$ cat config.mk
export PLATFORM = sky130hd
export DESIGN_NAME = fl_io_bank
export DESIGN_NICKNAME = d
export VERILOG_FILES = /design/src/rtl/fl_io_pkg.sv /design/src/rtl/fl_io_fifo.sv /design/src/rtl/float2int.sv /design/src/rtl/int2float.sv /design/src/rtl/fl_io_bank.sv
export SDC_FILE = /design/constraint.sdc
export NUM_CORES = 1
export LEC_CHECK = 0
export CAP_MARGIN = 40
export CORE_MARGIN = 5
export CORE_UTILIZATION = 40
export CTS_BUF_LIST = sky130_fd_sc_hd__clkbuf_8
export DETAILED_ROUTE_END_ITERATION = 12
export MAX_ROUTING_LAYER = met4
export PLACE_DENSITY = 0.58
export SYNTH_ARGS = -nofsm -noshare
export SYNTH_HDL_FRONTEND = slang
export SYNTH_SLANG_ARGS = --single-unit
$ cat constraint.sdc
create_clock -name clk -period 11.3 [get_ports clk]
set_input_delay 2.26 -clock clk [delete_from_list [all_inputs] [get_ports clk]]
set_output_delay 2.26 -clock clk [all_outputs]
set_load 0.05 [all_outputs]
$ cat src/rtl/fl_io_pkg.sv
// Shared widths and defaults for the buffered floating-point I/O bank.
package fl_io_pkg;

  localparam int unsigned FDEPTH_DEF = 4;

  // Float word: sign, exponent, mantissa.
  function automatic int unsigned fl_width(input int unsigned nbmant, input int unsigned nbexpo);
    return nbmant + nbexpo + 1;
  endfunction

  function automatic int unsigned addr_width(input int unsigned n);
    return (n > 1) ? $clog2(n) : 1;
  endfunction

endpackage

$ cat src/rtl/fl_io_fifo.sv
// Synchronous FIFO with async active-low reset; head reads as zero while empty.
module fl_io_fifo
  import fl_io_pkg::*;
#(
  parameter int unsigned W     = 8,
  parameter int unsigned DEPTH = FDEPTH_DEF
) (
  input  logic                     clk,
  input  logic                     rst_n,
  input  logic                     i_push,
  input  logic                     i_pop,
  input  logic [W-1:0]             i_data,
  output logic [W-1:0]             o_data_c,
  output logic                     o_full_c,
  output logic                     o_empty_c,
  output logic [$clog2(DEPTH):0]   o_count_c
);

  localparam int unsigned PW = $clog2(DEPTH);
  localparam int unsigned CW = PW + 1;

  logic [W-1:0]  r_mem [DEPTH];
  logic [PW-1:0] r_wr_ptr;
  logic [PW-1:0] r_rd_ptr;
  logic [CW-1:0] r_count;
  logic          w_push;
  logic          w_pop;

  assign o_full_c  = (r_count == CW'(DEPTH));
  assign o_empty_c = (r_count == '0);
  assign o_count_c = r_count;
  assign w_push    = i_push && !o_full_c;
  assign w_pop     = i_pop && !o_empty_c;
  assign o_data_c  = o_empty_c ? '0 : r_mem[r_rd_ptr];

  always_ff @(posedge clk or negedge rst_n) begin
    if (!rst_n) begin
      r_wr_ptr <= '0;
      r_rd_ptr <= '0;
      r_count  <= '0;
    end else begin
      if (w_push) r_wr_ptr <= r_wr_ptr + PW'(1);
      if (w_pop)  r_rd_ptr <= r_rd_ptr + PW'(1);
      case ({w_push, w_pop})
        2'b10:   r_count <= r_count + CW'(1);
        2'b01:   r_count <= r_count - CW'(1);
        default: r_count <= r_count;
      endcase
    end
  end

  always_ff @(posedge clk) begin
    if (w_push) r_mem[r_wr_ptr] <= i_data;
  end

endmodule

$ cat src/rtl/float2int.sv
// Float to signed integer of float-word width: mantissa shifted by the signed exponent.
module float2int
  import fl_io_pkg::*;
#(
  parameter int unsigned NBMANT = 19,
  parameter int unsigned NBEXPO = 8
) (
  input  logic [fl_width(NBMANT, NBEXPO)-1:0]    i_float,
  output logic [fl_width(NBMANT, NBEXPO)-1:0]    o_int_c
);

  localparam int unsigned NBFL = fl_width(NBMANT, NBEXPO);

  logic [NBEXPO-1:0] w_exp;
  logic [NBEXPO-1:0] w_nexp;
  logic [NBFL-1:0]   w_mag;

  always_comb begin
    w_exp   = i_float[NBFL-2 -: NBEXPO];
    w_nexp  = NBEXPO'(0) - w_exp;
    w_mag   = w_exp[NBEXPO-1] ? (NBFL'(i_float[NBMANT-1:0]) >> w_nexp)
                              : (NBFL'(i_float[NBMANT-1:0]) << w_exp);
    o_int_c = i_float[NBFL-1] ? (NBFL'(0) - w_mag) : w_mag;
  end

endmodule

$ cat src/rtl/int2float.sv
// Signed integer to float: mantissa normalised to its MSB, exponent = -shift.
module int2float
  import fl_io_pkg::*;
#(
  parameter int unsigned NBMANT = 19,
  parameter int unsigned NBEXPO = 8
) (
  input  logic [NBMANT-1:0]                      i_int,
  output logic [fl_width(NBMANT, NBEXPO)-1:0]    o_float_c
);

  localparam int unsigned LZW = $clog2(NBMANT);

  logic [NBMANT-1:0] w_mag;
  logic [NBMANT-1:0] w_norm;
  logic [LZW-1:0]    w_lz;

  // Highest set bit wins, giving the left shift that normalises the magnitude.
  always_comb begin
    w_mag = i_int[NBMANT-1] ? (~i_int + NBMANT'(1)) : i_int;
    w_lz  = '0;
    for (int k = 0; k < NBMANT; k++) begin
      if (w_mag[k]) w_lz = LZW'(NBMANT - 1 - k);
    end
    w_norm    = w_mag << w_lz;
    o_float_c = {i_int[NBMANT-1], NBEXPO'(0) - NBEXPO'(w_lz), w_norm};
  end

endmodule

$ cat src/rtl/fl_io_bank.sv
// Buffered I/O bank between proc_fl and integer channels, with per-channel FIFOs.
// Define FL_IO_STATS_EN to enable the saturating stall-cycle counter.
module fl_io_bank
  import fl_io_pkg::*;
#(
  parameter int unsigned NBMANT = 19,
  parameter int unsigned NBEXPO = 8,
  parameter int unsigned NUIOIN = 4,
  parameter int unsigned NUIOOU = 4,
  parameter int unsigned FDEPTH = FDEPTH_DEF
) (
  input  logic                                       clk,
  input  logic                                       rst,
  input  logic                                       proc_req_in,
  input  logic [addr_width(NUIOIN)-1:0]              addr_in,
  output logic [fl_width(NBMANT, NBEXPO)-1:0]        proc_in_float,
  input  logic                                       proc_out_en,
  input  logic [addr_width(NUIOOU)-1:0]              addr_out,
  input  logic [fl_width(NBMANT, NBEXPO)-1:0]        proc_out_float,
  output logic                                       proc_stall,
  input  logic [NUIOIN*NBMANT-1:0]                   in_data,
  input  logic [NUIOIN-1:0]                          in_valid,
  output logic [NUIOIN-1:0]                          in_ready,
  output logic [NUIOOU*fl_width(NBMANT, NBEXPO)-1:0] out_data,
  output logic [NUIOOU-1:0]                          out_valid,
  input  logic [NUIOOU-1:0]                          out_ready,
  output logic [15:0]                                stall_cnt
);

  localparam int unsigned NBFL = fl_width(NBMANT, NBEXPO);
  localparam int unsigned AIW  = addr_width(NUIOIN);
  localparam int unsigned AOW  = addr_width(NUIOOU);
  localparam int unsigned CW   = $clog2(FDEPTH) + 1;

  logic [NBMANT-1:0]    w_in_head [NUIOIN];
  logic [NUIOIN-1:0]    w_in_full, w_in_empty, w_in_push, w_in_pop;
  logic [NUIOIN*CW-1:0] w_in_cnt;
  logic [NBFL-1:0]      w_out_head [NUIOOU];
  logic [NUIOOU-1:0]    w_out_full, w_out_empty, w_out_push, w_out_pop;
  logic [NUIOOU*CW-1:0] w_out_cnt;
  logic                 w_rd_ok, w_wr_ok, w_rd_empty, w_wr_full, w_rd_pop, w_wr_push;
  logic [NBMANT-1:0]    w_rd_head;
  logic [NBFL-1:0]      w_wr_int;
  logic                 w_unused_cnt;

  assign w_rd_ok    = (32'(addr_in) < NUIOIN);
  assign w_wr_ok    = (32'(addr_out) < NUIOOU);
  assign w_rd_empty = w_rd_ok && w_in_empty[addr_in];
  assign w_wr_full  = w_wr_ok && w_out_full[addr_out];
  assign w_rd_head  = w_rd_ok ? w_in_head[addr_in] : '0;

  // A stall on either side holds both the read and the write.
  assign proc_stall = (proc_req_in && w_rd_empty) || (proc_out_en && w_wr_full);
  assign w_rd_pop   = proc_req_in && w_rd_ok && !w_rd_empty && !proc_stall;
  assign w_wr_push  = proc_out_en && w_wr_ok && !w_wr_full && !proc_stall;

  assign in_ready     = ~w_in_full;
  assign out_valid    = ~w_out_empty;
  assign w_unused_cnt = ^{w_in_cnt, w_out_cnt};

  int2float #(.NBMANT(NBMANT), .NBEXPO(NBEXPO)) u_i2f (
    .i_int     (w_rd_head),
    .o_float_c (proc_in_float)
  );

  float2int #(.NBMANT(NBMANT), .NBEXPO(NBEXPO)) u_f2i (
    .i_float (proc_out_float),
    .o_int_c (w_wr_int)
  );

  for (genvar gi = 0; gi < NUIOIN; gi++) begin : g_in
    assign w_in_push[gi] = in_valid[gi] && !w_in_full[gi];
    assign w_in_pop[gi]  = w_rd_pop && (addr_in == AIW'(gi));
    fl_io_fifo #(.W(NBMANT), .DEPTH(FDEPTH)) u_fifo (
      .clk       (clk),
      .rst_n     (rst),
      .i_push    (w_in_push[gi]),
      .i_pop     (w_in_pop[gi]),
      .i_data    (in_data[gi*NBMANT +: NBMANT]),
      .o_data_c  (w_in_head[gi]),
      .o_full_c  (w_in_full[gi]),
      .o_empty_c (w_in_empty[gi]),
      .o_count_c (w_in_cnt[gi*CW +: CW])
    );
  end

  for (genvar gj = 0; gj < NUIOOU; gj++) begin : g_out
    assign w_out_push[gj] = w_wr_push && (addr_out == AOW'(gj));
    assign w_out_pop[gj]  = out_ready[gj] && !w_out_empty[gj];
    assign out_data[gj*NBFL +: NBFL] = w_out_head[gj];
    fl_io_fifo #(.W(NBFL), .DEPTH(FDEPTH)) u_fifo (
      .clk       (clk),
      .rst_n     (rst),
      .i_push    (w_out_push[gj]),
      .i_pop     (w_out_pop[gj]),
      .i_data    (w_wr_int),
      .o_data_c  (w_out_head[gj]),
      .o_full_c  (w_out_full[gj]),
      .o_empty_c (w_out_empty[gj]),
      .o_count_c (w_out_cnt[gj*CW +: CW])
    );
  end

`ifdef FL_IO_STATS_EN
  logic [15:0] r_stall_cnt;

  always_ff @(posedge clk or negedge rst) begin
    if (!rst) begin
      r_stall_cnt <= '0;
    end else if (proc_stall && (r_stall_cnt != 16'hFFFF)) begin
      r_stall_cnt <= r_stall_cnt + 16'd1;
    end
  end

  assign stall_cnt = r_stall_cnt;
`else
  assign stall_cnt = '0;
`endif

endmodule

; ---- Word level (Yosys, flattened, before mapping)
; Memory sizes are Yosys's and may differ from the RTL's.
; Cells that the tools add are included.
[classes]
bitwise = 4
n_addsub = 36
n_eq_ne = 30
magnitude_cmp = 3
reduce_logical = 76
shift = 3
n_mux = 61
[ops]
columns = op, n
row1 = $mux W28, 6
row2 = $mux W19, 7
row3 = $mux W5, 19
row4 = $pmux W3 S2, 8
row5 = $bmux W19 S2, 1
row6 = $logic_and A1 B1 Y1, 38
row7 = $add A2 B1 Y2 const B, 16
row8 = $shl A19 B8 Y28, 1
row9 = $shr A19 B8 Y28, 1
row10 = $sub A1 B28 Y28 const A, 1
row11 = $add A3 B1 Y3 const B, 8
row12 = $eq A2 B2 Y1 const B, 12
row13 = $eq A3 B3 Y1 const B, 8
row14 = $logic_not A3 Y1, 8
row15 = $sub A3 B1 Y3 const B, 8
row16 = $eq A2 B1 Y1 const B, 10
row17 = $add A19 B1 Y19 const B, 1
row18 = $logic_not A1 Y1, 19
row19 = $not A19 Y19, 1
row20 = $shl A19 B5 Y19, 1
row21 = $mux W1, 18
row22 = $reduce_bool A2 Y1, 8
row23 = $not A4 Y4, 2
row24 = $sub A1 B8 Y8 const A, 1
row25 = 7 further kinds, 10
[totals]
ram_bits = 752
memories = 8
out_inout_bits = 165
regBits = 56
[memory_table]
columns = name, depth, width, rd, rd_clocked_by_memory_dff, wr, line
row1 = g_out[0].u_fifo.r_mem, 4, 28, 1, 0, 1, fl_io_fifo.sv:22  ; logic [W-1:0] r_mem [DEPTH];
row2 = g_out[1].u_fifo.r_mem, 4, 28, 1, 0, 1, fl_io_fifo.sv:22
row3 = g_out[2].u_fifo.r_mem, 4, 28, 1, 0, 1, fl_io_fifo.sv:22
row4 = g_out[3].u_fifo.r_mem, 4, 28, 1, 0, 1, fl_io_fifo.sv:22
row5 = g_in[0].u_fifo.r_mem, 4, 19, 1, 0, 1, fl_io_fifo.sv:22
row6 = g_in[1].u_fifo.r_mem, 4, 19, 1, 0, 1, fl_io_fifo.sv:22
row7 = +2 memories, n/a, n/a, n/a, n/a, n/a, n/a

; ---- Longest topological paths before layout
[logic_depth]
depth_word = 28
ltp_mapped = 24
mapped_depth_nobuf = 19

; ---- Cells and area by module
; From an unflattened synthesis, not the netlist that was laid out.
[unflattened]
cells_unflattened = 2305
area_unflattened_um2 = 38159.1
[modules_own_cells]
columns = mod, cells_each, area_per_inst_um2, n_inst
row1 = fl_io_fifo (g_out[0].u_fifo ...), 215, 4662.0, 4
row2 = fl_io_fifo (g_in[0].u_fifo ...), 158, 3296.9, 4
row3 = float2int, 465, 3500.9, 1
row4 = int2float, 268, 1943.1, 1
row5 = fl_io_bank, 80, 879.6, 1

; ---- Worst setup path before layout
; Ideal clock, no wire load.
[synth_path]
path_type = input port to output port
start = input addr_in[0]
end = output proc_in_float[4]
slack_ns = 1.597
stages = 20
required_time_ns = 9.040
arrival_ns = 7.443
path_cell_list = clkbuf_1 -> nor2_1 -> nand2_1 -> and3_1 -> nor3_1 -> inv_1 -> ha_1 -> nand4_1 -> a211o_4 -> o211a_1 -> o32ai_1 -> a221o_1 -> and2_1 -> a21o_4 -> and2_4 -> inv_2 -> buf_6 -> mux2i_1 -> nand2_1 -> a311oi_1
[synth_between]
elab_chain_len = 27
[synth_lines]
columns = item, line
row1 = start: declaration, fl_io_bank.sv:15  ; input logic [addr_width(NUIOIN)-1:0] addr_in,
row2 = $not A2 Y3 (implied by the code) (*), fl_io_bank.sv:50  ; assign w_rd_head = w_rd_ok ? w_in_head[addr_in] : '0;
row3 = $bmux W19 S2 (*), fl_io_bank.sv:50
row4 = $mux W19 (implied by the code) (*) (2 in series), fl_io_bank.sv:50
row5 = $not A19 Y19, int2float.sv:20  ; w_mag = i_int[NBMANT-1] ? (~i_int + NBMANT'(1)) : i_int;
row6 = $add A19 B1 Y19, int2float.sv:20
row7 = $mux W19 (*), int2float.sv:20
row8 = $mux W5 (19 in series), int2float.sv:23  ; if (w_mag[k]) w_lz = LZW'(NBMANT - 1 - k);
row9 = $shl A19 B5 Y19 (*), int2float.sv:25  ; w_norm = w_mag << w_lz;
row10 = end: declaration, fl_io_bank.sv:16  ; output logic [fl_width(NBMANT, NBEXPO)-1:0] proc_in_float,
; Mark *: on every way between the ends. The rest lies on a longest branch, timed or not. The select of a mux whose other input is x is not followed.

; ---- Final worst setup path
[layout_path]
start = input addr_in[0]
end = output proc_in_float[6]
; Same word-level chain as after synthesis.

==> report_table.html <==
<table>
<tr><th>Metric</th><th>Value</th></tr>
<tr><th colspan="2">Placement</th></tr>
<tr><td>Placed cell area</td><td>41910 sq um</td></tr>
<tr><td>Input/output buffers</td><td>268</td></tr>
<tr><td>Weighted congestion at the end of routability-driven global placement</td><td>0.8700</td></tr>
<tr><td>Final HPWL from detailed placement</td><td>68720 microns</td></tr>
<tr><td>Instance count after placement with tap cells included</td><td>3791</td></tr>
<tr><th colspan="2">Cells and area</th></tr>
<tr><td>Number of nets in the layout</td><td>2861</td></tr>
<tr><td>Non-filler cells in the finished layout</td><td>4048</td></tr>
<tr><td>Ratio of cells with drive above 1 in the final layout</td><td>0.2009</td></tr>
<tr><td>Layout Area Growth over Synthesis</td><td>19.98%</td></tr>
<tr><td>Post-route cell area</td><td>44480 sq um</td></tr>
<tr><td>Core utilization of the finished layout</td><td>0.4845</td></tr>
<tr><th colspan="2">Worst setup path</th></tr>
<tr><td>Critical Path Sink Type</td><td>output port</td></tr>
<tr><td>Crit path buffers/inverters</td><td>6</td></tr>
<tr><td>Worst r2r src</td><td>g_in[0].u_fifo.o_count_c[0]</td></tr>
<tr><td>Worst path max stage delay</td><td>0.61 ns</td></tr>
<tr><td>Largest delay share family, worst path</td><td>compound AO/OA/AOI/OAI gates</td></tr>
<tr><td>Launch point of the worst path</td><td>addr_in[0]</td></tr>
<tr><td>CP Launch Type</td><td>primary input</td></tr>
<tr><td>Worst endpoint data arrival time</td><td>8.24 ns</td></tr>
<tr><td>Critical path start-end classification</td><td>primary input to output port</td></tr>
<tr><td>Slowest stage cell on the critical path</td><td>clkdlybuf4s50_1</td></tr>
<tr><td>CP required</td><td>9.04 ns</td></tr>
<tr><td>Worst Path Max Fanout</td><td>21</td></tr>
<tr><td>Cell-by-cell listing of the critical path</td><td>clkdlybuf4s50_1 -&gt; nor2b_1 -&gt; buf_4 -&gt; a21oi_2 -&gt; and3_1 -&gt; nor3_1 -&gt; buf_4 -&gt; inv_1 -&gt; ha_1 -&gt; nand4_1 -&gt; a211oi_2 -&gt; and3_1 -&gt; a21oi_1 -&gt; xnor2_1 -&gt; o211ai_4 -&gt; a21o_4 -&gt; and2_4 -&gt; inv_2 -&gt; mux2i_1 -&gt; o22ai_1 -&gt; a311oi_1 -&gt; buf_12</td></tr>
<tr><th colspan="2">Min path</th></tr>
<tr><td>Beginning of the worst hold path</td><td>g_out[1].u_fifo.r_rd_ptr[1]</td></tr>
<tr><td>Class of the worst hold path</td><td>flop to flop</td></tr>
<tr><th colspan="2">Power</th></tr>
<tr><td>Power per Cell Area</td><td>315.2 nW/um^2</td></tr>
<tr><td>Static Leakage</td><td>0.01556 uW</td></tr>
<tr><td>VDD IR-drop max</td><td>0.0004884 V</td></tr>
<tr><th colspan="2">STA</th></tr>
<tr><td>RSZ-0062 raised after global routing</td><td>false</td></tr>
<tr><td>Final Hold Violating Endpoints</td><td>0</td></tr>
<tr><td>Worst clock skew</td><td>0.03720 ns</td></tr>
<tr><td>Relative slew slack</td><td>0.3743</td></tr>
<tr><td>Final count of negative-setup-slack endpoints</td><td>0</td></tr>
<tr><td>Setup TNS</td><td>0 ns</td></tr>
<tr><td>Share of the cycle needed by the critical path after routing</td><td>0.9295</td></tr>
<tr><td>Final-layout worst hold slack</td><td>0.4769 ns</td></tr>
<tr><td>Worst-Margin Slew</td><td>0.9340 ns</td></tr>
<tr><td>Final slew viol count</td><td>0</td></tr>
<tr><td>Highest clock frequency the design can meet</td><td>95.21 MHz</td></tr>
<tr><td>Time the worst path needs with I/O delays and setup</td><td>10.50 ns</td></tr>
<tr><th colspan="2">Routing</th></tr>
<tr><td>Average vias per placed instance</td><td>5.408</td></tr>
<tr><td>DR vias</td><td>21891</td></tr>
<tr><td>DR pass1 iterations</td><td>5</td></tr>
<tr><td>Antenna-violating nets left</td><td>0</td></tr>
<tr><td>Initial drt markers</td><td>1726</td></tr>
<tr><td>Final routed wire length divided by cell count</td><td>23.69 microns</td></tr>
<tr><td>Wirelength, routed</td><td>95890 microns</td></tr>
<tr><td>Total DRC errors in the routed layout</td><td>0</td></tr>
<tr><th colspan="2">Flow run</th></tr>
<tr><td>Number of maximum-capacitance violations</td><td>0</td></tr>
<tr><th colspan="2">Clocking</th></tr>
<tr><td>Setup Fix Bufs, Post-CTS</td><td>0</td></tr>
<tr><td>CTS tree</td><td>built</td></tr>
<tr><td>Number of levels the H-tree was split into</td><td>4</td></tr>
<tr><td>Number of sinks on the clock net</td><td>808</td></tr>
<tr><td>TritonCTS buffer count</td><td>137</td></tr>
<tr><td>Resized Gates After CTS</td><td>0</td></tr>
<tr><td>Hold-fix buffer count after cts</td><td>0</td></tr>
<tr><td>Clock-pin slew on the worst setup and hold paths</td><td>0.05 ns</td></tr>
<tr><td>Insertion delay to the later sink of the worst-skew pair</td><td>0.82 ns</td></tr>
<tr><td>Root buffer cell</td><td>clkbuf_8</td></tr>
<tr><td>Maximum count of clock buffers along a single path</td><td>3</td></tr>
<tr><th colspan="2">Global routing</th></tr>
<tr><td>Number of global-route vias before repair</td><td>22610</td></tr>
<tr><td>Antenna violations before repair</td><td>12</td></tr>
<tr><td>Largest net degree at the start of global routing</td><td>55</td></tr>
<tr><td>Residual overflow from global routing</td><td>0</td></tr>
<tr><td>Global-route wire length before repair</td><td>143500 microns</td></tr>
<tr><td>Tot GR Track Use</td><td>0.1979</td></tr>
<tr><th colspan="2">Floorplan</th></tr>
<tr><td>Core Region</td><td>91800 sq um</td></tr>
<tr><td>Total number of placement rows</td><td>111</td></tr>
<tr><td>Die height</td><td>314.4 microns</td></tr>
<tr><td>I/O pin cnt</td><td>285</td></tr>
<tr><td>Initial standard-cell utilization of the core</td><td>0.4038</td></tr>
<tr><td>Horiz. Die Dim</td><td>314.4 microns</td></tr>
<tr><td>Die area</td><td>98870 sq um</td></tr>
<tr><th colspan="2">Yosys</th></tr>
<tr><td>Async set or reset register ratio after synthesis</td><td>0.06931</td></tr>
<tr><td>Fraction of the yosys area taken by sequential cells</td><td>0.6469</td></tr>
<tr><td>Synthesized area per cell</td><td>15.97 sq um</td></tr>
<tr><td>Number of distinct standard cells referenced by the synthesized netlist</td><td>97</td></tr>
<tr><td>Number of synthesized flops with an enable pin</td><td>752</td></tr>
<tr><td>Mapped Area</td><td>37070 sq um</td></tr>
<tr><td>Yosys warns</td><td>0</td></tr>
<tr><td>Most used DFF post-synth</td><td>edfxtp_1</td></tr>
<tr><td>Number of flip-flops and latches in the synthesized netlist</td><td>808</td></tr>
<tr><td>Post-synthesis cell count</td><td>2321</td></tr>
<tr><th colspan="2">Outcome</th></tr>
<tr><td>Status</td><td>finished, final reports clean</td></tr>
</table>
-- cell families (layout without fill, tap and decap cells) --
group / count (synthesis) / count (layout) / share of synthesized area
other cells: 1 / 29 / 0.0001012
xor+xnor: 101 / 101 / 0.02457
compound gates: 296 / 296 / 0.05785
fa+ha+maj: 52 / 52 / 0.01917
simple gates: 561 / 561 / 0.08039
mux: 292 / 292 / 0.1440
buf+inv: 210 / 666 / 0.02697
flops: 808 / 808 / 0.6469
-- metal layers --
metal	GRT usage	vias up	routed length, microns
met4	0.05811	0	2332
met5	-	-	0
met3	0.04496	149	5968
met2	0.3277	675	48240
met1	0.2465	11234	39340
li1	-	9833	-
-- through the flow --
stage | setup WS (ns) | total power [uW]
global placement | 0.9258 | 11580
CTS | 0.8294 | 14190
detailed placement | 0.8224 | 11780
floorplan | 1.597 | 8854
global route | 0.2909 | 14690
finish | 0.7967 | 14020
-- power breakdown --
group	switching [uW]	total (uW)	internal [uW]
combinational	4670	7630	2960
sequential	252	4000	3750
clock	1170	2400	1230
-- cell usage in the layout (no fill, tap or decap), types with 12 or more instances in the layout --
| cell | n |
|---|---|
| nor3_1 | 17 |
| a31oi_1 | 14 |
| and3_1 | 35 |
| nand2_1 | 118 |
| buf_12 | 30 |
| o21ai_0 | 64 |
| and2_2 | 16 |
| a32oi_1 | 28 |
| nand3_1 | 70 |
| clkdlybuf4s50_1 | 241 |
| nor2_1 | 88 |
| mux4_2 | 190 |
| conb_1 | 16 |
| mux2i_1 | 88 |
| dfrtp_1 | 51 |
| mux2_2 | 12 |
| a22oi_1 | 25 |
| xor2_1 | 42 |
| or3_1 | 16 |
| clkbuf_8 | 142 |
| clkinv_2 | 14 |
| buf_4 | 52 |
| clkinv_1 | 22 |
| o22ai_1 | 13 |
| diode_2 | 13 |
| a21oi_1 | 29 |
| and2_1 | 130 |
| ha_1 | 44 |
| edfxtp_1 | 752 |
| xnor2_1 | 53 |
| buf_8 | 17 |
| inv_1 | 112 |
-- cells in the mapped netlist (all sizes together) (7+ instances only) --
cell type / n / area share
dfrtp: 56 / 0.038
o22a: 7 / 0.0017
nand2b: 8 / 0.0014
nand4: 10 / 0.0017
edfxtp: 752 / 0.61
ha: 44 / 0.015
and3: 35 / 0.0059
buf: 81 / 0.014
mux2i: 90 / 0.025
o21ai: 72 / 0.010
a211oi: 12 / 0.0027
a21o: 7 / 0.0016
a32oi: 28 / 0.0066
or3: 16 / 0.0027
mux2: 12 / 0.0036
xor2: 44 / 0.011
o22ai: 13 / 0.0022
nand2: 118 / 0.012
nand3: 74 / 0.011
inv: 67 / 0.0068
a22oi: 26 / 0.0054
or2: 13 / 0.0022
o31ai: 11 / 0.0024
nor3b: 7 / 0.0014
nor3: 19 / 0.0028
fa: 8 / 0.0043
mux4: 190 / 0.12
and2: 147 / 0.025
o211ai: 13 / 0.0033
nor2b: 7 / 0.0012
a21oi: 31 / 0.0044
nor2: 89 / 0.0091
a31oi: 14 / 0.0024
a22o: 8 / 0.0019
clkbuf: 61 / 0.0062
xnor2: 57 / 0.013
-- registers in the layout, summed over array words and instances (netlist names) --
register,flops
g_in.u_fifo.r_wr_ptr,8
g_out.u_fifo.r_rd_ptr,8
g_in.u_fifo.o_count_c,12
g_out.u_fifo.r_mem,448
g_in.u_fifo.r_mem,304
g_out.u_fifo.r_wr_ptr,8
g_in.u_fifo.r_rd_ptr,8
g_out.u_fifo.o_count_c,12
-- worst register-to-register path: cells and delay by family, from the launching register on --
family / cells / cell delay (ns)
simple gates: 6 / 2.38
compound gates: 1 / 0.78
flops: 1 / 0.39
-- final timing paths --
kind,endpoint,slack (ns),cells after the start
max in group asynchronous,g_out[1].u_fifo.r_rd_ptr[0],9.34,3
min in group asynchronous,g_in[2].u_fifo.r_wr_ptr[1],1.36,2
min,g_out[1].u_fifo.r_rd_ptr[1],0.48,1
min reg2reg,g_out[1].u_fifo.r_rd_ptr[1],0.48,1
max reg2reg,g_out[2].u_fifo.r_mem[0][13],7.37,7
max,proc_in_float[6],0.80,22
-- cell type report --
type	count	area, sq um
timing repair buffer	356	3938
inverter	68	256.5
clock inverter	100	556.8
clock buffer	142	1954
multi-input combinational	1318	12200
sequential	808	23990
fill	7794	47320
tap	1243	1555
antenna	13	32.53
Note: power is estimated with default switching activity, not from simulation.
